File: src/rtl/midi_stream_parser_if.sv
// Byte-event bus between the UART receiver, the MIDI stream parser and midi_in_mux.
// The slave side is the parser: it consumes rx_* and produces the per-byte event fields.
interface midi_stream_parser_if;
  logic       rx_valid;
  logic [7:0] rx_data;
  logic       rx_frame_err;
  logic       byteready;
  logic [7:0] cur_status;
  logic [7:0] midibyte_nr;
  logic [7:0] midi_in_data;

  modport master (
    output rx_valid, rx_data, rx_frame_err,
    input  byteready, cur_status, midibyte_nr, midi_in_data
  );

  modport slave (
    input  rx_valid, rx_data, rx_frame_err,
    output byteready, cur_status, midibyte_nr, midi_in_data
  );
endinterface

File: src/rtl/midi_stream_parser.sv
// MIDI stream parser: frames raw UART bytes into byteready/cur_status/midibyte_nr events.
// Optional active-sense timeout with all-notes-off emission when MIDI_ACTIVE_SENSE_EN is defined.
module midi_stream_parser #(
  parameter int unsigned AS_TIMEOUT_CYC = 15_000_000
) (
  input  logic                CLOCK_50,
  input  logic                reset_reg_N,
  midi_stream_parser_if.slave bus,
  output logic [7:0]          parse_err_cnt,
  output logic                as_timeout
);

`ifdef MIDI_ACTIVE_SENSE_EN
  typedef enum logic [2:0] {S_IDLE, S_CHAN, S_SYSEX, S_SKIP, S_EMIT} state_t;
`else
  typedef enum logic [1:0] {S_IDLE, S_CHAN, S_SYSEX, S_SKIP} state_t;
`endif

  state_t     state, state_nxt;
  logic [7:0] cur_q, cur_nxt;
  logic [7:0] nr_q, nr_nxt;
  logic [7:0] data_q, data_nxt;
  logic       rdy_q, rdy_nxt;
  logic       clr_q, clr_nxt;
  logic       err_inc;
  logic       proc_valid;
  logic       proc_ferr;
  logic [7:0] proc_byte;
  logic [7:0] data_len;

`ifdef MIDI_ACTIVE_SENSE_EN
  logic [31:0] as_cnt_q, as_cnt_nxt;
  logic        armed_q, armed_nxt;
  logic        asto_q, asto_nxt;
  logic [2:0]  step_q, step_nxt;
  logic [3:0]  ch_q, ch_nxt;
  logic        skid_full_q, skid_full_nxt;
  logic [7:0]  skid_byte_q, skid_byte_nxt;
  logic        skid_ferr_q, skid_ferr_nxt;

  // A byte parked during emission is parsed before any newly arriving one.
  assign proc_valid = (state != S_EMIT) && (skid_full_q || bus.rx_valid);
  assign proc_byte  = skid_full_q ? skid_byte_q : bus.rx_data;
  assign proc_ferr  = skid_full_q ? skid_ferr_q : bus.rx_frame_err;
  assign as_timeout = asto_q;
`else
  assign proc_valid = bus.rx_valid;
  assign proc_byte  = bus.rx_data;
  assign proc_ferr  = bus.rx_frame_err;
  assign as_timeout = 1'b0;
`endif

  assign data_len = (cur_q[7:4] == 4'hC || cur_q[7:4] == 4'hD) ? 8'd1 : 8'd2;

  always_comb begin
    state_nxt = state;
    cur_nxt   = clr_q ? '0 : cur_q;
    nr_nxt    = nr_q;
    data_nxt  = data_q;
    rdy_nxt   = 1'b0;
    clr_nxt   = 1'b0;
    err_inc   = 1'b0;
`ifdef MIDI_ACTIVE_SENSE_EN
    ch_nxt        = ch_q;
    armed_nxt     = armed_q;
    as_cnt_nxt    = bus.rx_valid ? AS_TIMEOUT_CYC : (armed_q ? as_cnt_q - 32'd1 : as_cnt_q);
    asto_nxt      = 1'b0;
    step_nxt      = step_q;
    skid_full_nxt = skid_full_q;
    skid_byte_nxt = skid_byte_q;
    skid_ferr_nxt = skid_ferr_q;

    if (state == S_EMIT) begin
      if (bus.rx_valid) begin
        if (!skid_full_q) begin
          skid_full_nxt = 1'b1;
          skid_byte_nxt = bus.rx_data;
          skid_ferr_nxt = bus.rx_frame_err;
        end else begin
          err_inc = 1'b1;
        end
      end
      step_nxt = step_q + 3'd1;
      case (step_q)
        3'd0: begin
          rdy_nxt = 1'b1; data_nxt = {4'hB, ch_q}; nr_nxt = 8'd0; cur_nxt = {4'hB, ch_q};
        end
        3'd2: begin
          rdy_nxt = 1'b1; data_nxt = 8'h7B; nr_nxt = 8'd1; cur_nxt = {4'hB, ch_q};
        end
        3'd4: begin
          rdy_nxt = 1'b1; data_nxt = 8'h00; nr_nxt = 8'd2; cur_nxt = {4'hB, ch_q};
        end
        3'd5: begin
          state_nxt = S_IDLE; cur_nxt = '0; step_nxt = '0;
        end
        default: cur_nxt = {4'hB, ch_q};
      endcase
    end else if (skid_full_q) begin
      skid_full_nxt = bus.rx_valid;
      skid_byte_nxt = bus.rx_data;
      skid_ferr_nxt = bus.rx_frame_err;
    end

    if (armed_q && !bus.rx_valid && as_cnt_q == 32'd1 && state != S_EMIT) begin
      asto_nxt  = 1'b1;
      state_nxt = S_EMIT;
      step_nxt  = '0;
      armed_nxt = 1'b0;
    end
`endif

    if (proc_valid) begin
      if (proc_ferr) begin
        err_inc   = 1'b1;
        cur_nxt   = '0;
        state_nxt = S_IDLE;
      end else if (proc_byte >= 8'hF8) begin
`ifdef MIDI_ACTIVE_SENSE_EN
        if (proc_byte == 8'hFE) begin
          armed_nxt  = 1'b1;
          as_cnt_nxt = AS_TIMEOUT_CYC;
        end
`endif
      end else if (proc_byte[7]) begin
        // Any status other than EOX aborts an open sysex without an EOX pulse.
        if (state == S_SYSEX && proc_byte != 8'hF7) err_inc = 1'b1;
        if (proc_byte == 8'hF0) begin
          cur_nxt = 8'hF0; nr_nxt = '0; data_nxt = proc_byte; rdy_nxt = 1'b1;
          state_nxt = S_SYSEX;
        end else if (proc_byte == 8'hF7) begin
          if (state == S_SYSEX) begin
            nr_nxt    = (nr_q == 8'hFF) ? nr_q : nr_q + 8'd1;
            data_nxt  = proc_byte;
            rdy_nxt   = 1'b1;
            clr_nxt   = 1'b1;
            state_nxt = S_IDLE;
          end else begin
            err_inc = 1'b1;
          end
        end else if (proc_byte >= 8'hF1) begin
          cur_nxt   = '0;
          state_nxt = S_SKIP;
        end else begin
          cur_nxt = proc_byte; nr_nxt = '0; data_nxt = proc_byte; rdy_nxt = 1'b1;
          state_nxt = S_CHAN;
`ifdef MIDI_ACTIVE_SENSE_EN
          ch_nxt = proc_byte[3:0];
`endif
        end
      end else begin
        case (state)
          S_CHAN: begin
            nr_nxt   = (nr_q >= data_len) ? 8'd1 : nr_q + 8'd1;
            data_nxt = proc_byte;
            rdy_nxt  = 1'b1;
          end
          S_SYSEX: begin
            nr_nxt   = (nr_q == 8'hFF) ? nr_q : nr_q + 8'd1;
            data_nxt = proc_byte;
            rdy_nxt  = 1'b1;
          end
          S_SKIP:  ;
          default: err_inc = 1'b1;
        endcase
      end
    end
  end

  always_ff @(posedge CLOCK_50 or negedge reset_reg_N) begin
    if (!reset_reg_N) begin
      state         <= S_IDLE;
      cur_q         <= '0;
      nr_q          <= '0;
      data_q        <= '0;
      rdy_q         <= 1'b0;
      clr_q         <= 1'b0;
      parse_err_cnt <= '0;
    end else begin
      state  <= state_nxt;
      cur_q  <= cur_nxt;
      nr_q   <= nr_nxt;
      data_q <= data_nxt;
      rdy_q  <= rdy_nxt;
      clr_q  <= clr_nxt;
      if (err_inc && parse_err_cnt != 8'hFF) parse_err_cnt <= parse_err_cnt + 8'd1;
    end
  end

`ifdef MIDI_ACTIVE_SENSE_EN
  always_ff @(posedge CLOCK_50 or negedge reset_reg_N) begin
    if (!reset_reg_N) begin
      as_cnt_q    <= '0;
      armed_q     <= 1'b0;
      asto_q      <= 1'b0;
      step_q      <= '0;
      ch_q        <= '0;
      skid_full_q <= 1'b0;
      skid_byte_q <= '0;
      skid_ferr_q <= 1'b0;
    end else begin
      as_cnt_q    <= as_cnt_nxt;
      armed_q     <= armed_nxt;
      asto_q      <= asto_nxt;
      step_q      <= step_nxt;
      ch_q        <= ch_nxt;
      skid_full_q <= skid_full_nxt;
      skid_byte_q <= skid_byte_nxt;
      skid_ferr_q <= skid_ferr_nxt;
    end
  end
`endif

  assign bus.byteready    = rdy_q;
  assign bus.cur_status   = cur_q;
  assign bus.midibyte_nr  = nr_q;
  assign bus.midi_in_data = data_q;

endmodule

File: src/flat_wrapper.sv
// flat-port wrapper written by rule: the top's interface ports become plain ports
module midi_stream_parser_flat 
#(
  parameter int unsigned AS_TIMEOUT_CYC = 15_000_000
)
  (CLOCK_50, reset_reg_N, parse_err_cnt, as_timeout, bus_rx_valid, bus_rx_data, bus_rx_frame_err, bus_byteready, bus_cur_status, bus_midibyte_nr, bus_midi_in_data);
  midi_stream_parser_if bus_i ();
  input  logic CLOCK_50;
  input  logic reset_reg_N;
  output logic [7:0] parse_err_cnt;
  output logic as_timeout;
  input wire logic [$bits(bus_i.rx_valid)-1:0] bus_rx_valid;
  input wire logic [$bits(bus_i.rx_data)-1:0] bus_rx_data;
  input wire logic [$bits(bus_i.rx_frame_err)-1:0] bus_rx_frame_err;
  output wire logic [$bits(bus_i.byteready)-1:0] bus_byteready;
  output wire logic [$bits(bus_i.cur_status)-1:0] bus_cur_status;
  output wire logic [$bits(bus_i.midibyte_nr)-1:0] bus_midibyte_nr;
  output wire logic [$bits(bus_i.midi_in_data)-1:0] bus_midi_in_data;
  assign bus_i.rx_valid = bus_rx_valid;
  assign bus_i.rx_data = bus_rx_data;
  assign bus_i.rx_frame_err = bus_rx_frame_err;
  assign bus_byteready = bus_i.byteready;
  assign bus_cur_status = bus_i.cur_status;
  assign bus_midibyte_nr = bus_i.midibyte_nr;
  assign bus_midi_in_data = bus_i.midi_in_data;
  midi_stream_parser #(.AS_TIMEOUT_CYC(AS_TIMEOUT_CYC)) u_core (.CLOCK_50(CLOCK_50), .reset_reg_N(reset_reg_N), .bus(bus_i), .parse_err_cnt(parse_err_cnt), .as_timeout(as_timeout));
endmodule
File: config.mk
export PLATFORM = sky130hd
export DESIGN_NAME = midi_stream_parser_flat
export DESIGN_NICKNAME = d
export VERILOG_FILES = /design/src/rtl/midi_stream_parser_if.sv /design/src/rtl/midi_stream_parser.sv /design/src/flat_wrapper.sv
export SDC_FILE = /design/constraint.sdc
export NUM_CORES = 1
export LEC_CHECK = 0
export BUFFER_PORTS_ARGS = -buffer_cell sky130_fd_sc_hd__buf_2
export CAP_MARGIN = 20
export CORE_ASPECT_RATIO = 0.75
export CORE_MARGIN = 5
export CORE_UTILIZATION = 40
export DETAILED_ROUTE_END_ITERATION = 8
export SYNTH_ARGS = -nofsm -noshare
export SYNTH_HDL_FRONTEND = slang
export SYNTH_SLANG_ARGS = --single-unit
export TNS_END_PERCENT = 20
File: constraint.sdc
create_clock -name CLOCK_50 -period 1.75 [get_ports CLOCK_50]
set_input_delay 0.175 -clock CLOCK_50 [delete_from_list [all_inputs] [get_ports CLOCK_50]]
set_output_delay 0.175 -clock CLOCK_50 [all_outputs]
set_load 0.03 [all_outputs]
==> run summary <==
The share of total power consumed by net switching is 0.3782. The mean cell area of the mapped netlist is 10.53 um^2. The proportion of netlist area held by the largest area contributor is 0.4528. Yosys mapped a number of flops with a built-in enable equal to 0. The layout overhead on the synthesized area is 43.27%.

Fill cells in the final layout number 441. Power spread over the standard cell area amounts to 1008 nW/um^2. The number of vias in the routed layout is 1883, and the number of cells traversed by the worst hold path is 3. For this block, the routed nets add up to 5247 um of wire.

For the layout net count, the log shows 306. Top flip-flop cell by instance count after synthesis: sky130_fd_sc_hd__dfrtp_1. The buffer depth of the longest clock path was 2; the critical path data arrival time was 2.26 ns. The setup slack at placement was -0.3584 ns.

After detailed routing, the number of vias per cell comes to 5.442. TritonCTS built the clock tree. Top cell type by total area after synthesis: sky130_fd_sc_hd__dfrtp_1. On the critical path, the stage with the largest delay is an instance of sky130_fd_sc_hd__or4_4.

The count of distinct cell types in the synthesized netlist was 53. Launching element type of the critical path: a register. The detailed-routing iteration count for the pre-antenna-repair pass was 4; the maximum vdd drop was 0.0006861 V.

The clock transition at the register clock pins on the worst setup and hold paths after CTS was 0.07 ns. The run gives 0 as the number of antenna violations at the first check in global routing. The flip-flop and latch count after synthesis works out to 36. The most used routing layer was met2.

In this run the standard cell core region covers 4845 um^2. The launch instance of the worst min-delay path is bus_rx_data[1]. In the final layout, the multi-input gates occupy 1136 um^2. Data on the critical path is required at its endpoint by 1.97 ns.

The run gives 0.5036 as the headroom to the max-slew limit. Together, buffers and inverters on the worst path number 0. In this run, CTS created clock tree buffers numbering 5. The run gives 8942 um as the first-pass GRT wire length. The initial core utilization is 0.4106, and the gate count of the mapped netlist is 189. The setup skew after layout is 0.004120 ns. The run gives 0 as the number of max-slew violations in the final report.

The buffer cell driving the clock tree root is sky130_fd_sc_hd__clkbuf_8. Post-CTS timing repair inserted 0 buffers for setup. The logs give -0.2876 ns for the smallest setup slack after layout and 0.4528 for the sequential element share of the synthesized area. Worst flop-to-flop path startpoint: u_core.bus.cur_status[6]. With fillers left out, the area of the finished cells amounts to 2850 um^2. The tools report the maximum number of pins on one net before global-route repair as 34. For this run, the top clock speed supported by timing is 0.4908 GHz. The share of synthesized flip-flops with an asynchronous set or reset came out at 1.000. After detailed routing, the average wire length per cell comes to 15.16 um. The post-route clock period utilization works out to 1.164.

The count of buffers added on input and output ports is 44. Switching power: 1087 uW. Detailed placement ended at an HPWL of 3945 um. In the final layout, flip-flops and latches occupy 904.6 um^2. The number of nets produced by synthesis was 210; the part of the total power dissipated in combinational logic was 0.413. The via count of the first global-routing pass is 1859. Largest delay contributor family on the critical path: simple AND/OR/NAND/NOR gates.

For the overall fraction of global-route tracks in use, the log shows 0.1684. STA classifies the critical path endpoint as a register. The number of design rule violations left after detail routing was 0; the count of warnings emitted by yosys was 0.

The run gives 1787 uW as the internal power consumption. Largest fanout on the critical path: 4. The worst reg2reg path depth works out to 7. The end point of the most critical hold path is u_core.bus.midi_in_data[1].

Setup repair after global routing could not meet its margin everywhere. The total overflow reported by the global router is 0, and the fraction of met3 tracks used by global routing is 0.04995. CTS saw 36 sinks. The share of final-layout standard cells stronger than drive strength 1 was 0.4895. The detail route stage leaves a number of antenna-violating nets equal to 0. Walking the worst path, the cells encountered are and3b_1 > ha_2 > or4_4 > a211oi_4 > nor2_2 > o41ai_2 > a22o_1.

The proportion of power drawn by flip-flops and latches is 0.378, and the x dimension of the die is 91.44 um. On the worst path, the slowest cell contributes a delay of 0.44 ns. The vertical extent of the die came out at 71.08 um.

The met1 layer usage reported by global route was 0.2395. After the first detailed-routing iteration, the DRC count stood at 106. After synthesis, the cell types taking the most area are sky130_fd_sc_hd__dfrtp_1, sky130_fd_sc_hd__ha_1, sky130_fd_sc_hd__mux2_2. The logs give 0 for the final hold violation count and 2 for the H-tree depth reported by CTS.

The clock reaches the later pin of the worst-skew pair after 0.28 ns. The die covers 6499 um^2. The post-route minimum period is 2.038 ns. For the post-synthesis instance area, the log shows 1989 um^2. Setup violations remaining at the end of the flow were counted as 7.

Category of the critical setup timing path: register to register. The analysis attributes to cell leakage a power of 0.001379 uW. In this run the worst hold path is classified as input pin to register. At the pin with the least slew margin, the transition time is 0.7445 ns. Across the run, the number of max-cap violations was 0.

The number of antenna diodes in the final layout is 0. Setup slack on the worst reg-to-reg path comes out at -0.29 ns. The run finished, with violations left. The checks that failed: negative setup slack. The capture instance of the worst register-to-register path is u_core.bus.midibyte_nr[7]. The congestion estimate from routability-driven global placement came to 0.8319. The floorplan has 22 rows.

Met2 layer usage reported by global route: 0.2526. Placed standard-cell area: 2680 um^2. For the part of the total power dissipated in the clock network, the log shows 0.210. Summed over all failing endpoints, the final setup total negative slack is -1.493 ns. The run gives 46 as the number of placed I/O pins.
## final cells by class
cell class                      count  area share
Sequential cell                    36      0.3174
Inverter                            9     0.01185
Clock buffer                        8     0.03161
Tap cell                           60     0.02634
Multi-Input combinational cell    140      0.3986
Timing Repair Buffer               93      0.2142
## cell usage after synthesis, types with 2 or more instances
| cell type | number |
|---|---|
| sky130_fd_sc_hd__a21oi_1 | 10 |
| sky130_fd_sc_hd__a22o_1 | 9 |
| sky130_fd_sc_hd__and3_1 | 7 |
| sky130_fd_sc_hd__buf_2 | 2 |
| sky130_fd_sc_hd__dfrtp_1 | 36 |
| sky130_fd_sc_hd__ha_1 | 9 |
| sky130_fd_sc_hd__inv_1 | 9 |
| sky130_fd_sc_hd__mux2_2 | 8 |
| sky130_fd_sc_hd__nand2_1 | 7 |
| sky130_fd_sc_hd__nand2b_1 | 2 |
| sky130_fd_sc_hd__nand3_1 | 11 |
| sky130_fd_sc_hd__nand4_1 | 4 |
| sky130_fd_sc_hd__nor2_1 | 12 |
| sky130_fd_sc_hd__nor3_1 | 3 |
| sky130_fd_sc_hd__o21a_1 | 2 |
| sky130_fd_sc_hd__o21ai_0 | 8 |
| sky130_fd_sc_hd__o21bai_1 | 2 |
| sky130_fd_sc_hd__o31ai_1 | 4 |
| sky130_fd_sc_hd__or2_2 | 2 |
| sky130_fd_sc_hd__or3_1 | 3 |
| sky130_fd_sc_hd__xnor2_1 | 7 |
## repair_timing
action / CTS / global route
hold endpoints to repair: 32 / 0
endpoints found under the setup margin: 16 / 25
pin swaps: 12 / 8
hold buffers: 1 / 0
gates resized for setup: 4 / 13
## state kept, by name, indices dropped and copies added, names as in the netlist
signal	count
u_core.bus.midibyte_nr	8
u_core.clr_q	1
u_core.bus.midi_in_data	8
u_core.state	2
u_core.bus.cur_status	8
u_core.parse_err_cnt	8
u_core.bus.byteready	1
## layout by cell type (no fill, tap or decap), drive strengths merged, types with 2 or more instances in the layout
cell    Yosys  layout
or3         3       3
or4         2       2
nand3      11      11
o221ai      2       2
buf         3      92
or2         2       2
a22o       10      10
and3        7       7
o21a        2       2
nor2       13      13
a21o        2       2
nand2b      2       2
xnor2       7       7
clkbuf      1       8
o41ai       2       2
nand2       8       8
nand4       5       5
inv         9       9
dfrtp      36      36
ha          9       9
o21bai      2       2
a21oi      11      11
o21ai       8       8
nor3        4       4
o31ai       4       4
mux2        9       9
## logic make-up after synthesis
| group | count (synthesis) | synth area share |
|---|---|---|
| xor+xnor | 7 | 0.03082 |
| mux | 9 | 0.05283 |
| fa+ha+maj | 9 | 0.05660 |
| buf+inv | 13 | 0.02767 |
| compound gates | 53 | 0.2044 |
| other cells | 1 | 0.001885 |
| flops | 36 | 0.4528 |
| simple gates | 61 | 0.1730 |
## layer usage
metal | wire [um] | share of wire
met1 | 2485 | 0.47
met2 | 2358 | 0.45
met3 | 361 | 0.069
met4 | 42 | 0.0080
met5 | 0 | 0
## worst register-to-register path, stage by stage, from the launching register on
cell,delay [ns]
sky130_fd_sc_hd__dfrtp_2,0.40
sky130_fd_sc_hd__and3b_1,0.20
sky130_fd_sc_hd__ha_2,0.16
sky130_fd_sc_hd__or4_4,0.44
sky130_fd_sc_hd__a211oi_4,0.26
sky130_fd_sc_hd__nor2_2,0.10
sky130_fd_sc_hd__o41ai_2,0.23
sky130_fd_sc_hd__a22o_1,0.19
## per-stage QoR
stage          utilization  cells  hold WS, ns  power (uW)
5_1_grt             0.5883    346       0.2799        3049
3_3_place_gp        0.5532    337       0.2864        2238
4_1_cts             0.5785    346       0.2553        2885
6_report            0.5883    346       0.2705        2874
2_1_floorplan            -    189      -0.1206        1817
3_5_place_dp        0.5532    337       0.2826        2255
## power by group through the flow
stage	Sequential, uW	Clock, uW	Combinational [uW]
floorplan	1400	0	415
global placement	1090	0	1140
detailed placement	1100	0	1160
CTS	1090	627	1170
global route	1110	653	1280
finish	1090	602	1190
## how the worst max path moves through the flow
stage	from	end	cells past startpoint
6_report	u_core.bus.cur_status[6]	u_core.bus.midibyte_nr[7]	7
5_1_grt	u_core.bus.cur_status[6]	u_core.bus.midibyte_nr[7]	7
4_1_cts	u_core.bus.cur_status[6]	u_core.bus.midibyte_nr[5]	7
3_5_place_dp	u_core.bus.cur_status[7]	u_core.bus.midibyte_nr[5]	7
3_3_place_gp	u_core.bus.cur_status[7]	u_core.bus.midibyte_nr[7]	7
2_1_floorplan	u_core.bus.cur_status[7]	u_core.bus.midibyte_nr[5]	7
Note: power is estimated with default switching activity, not from simulation.
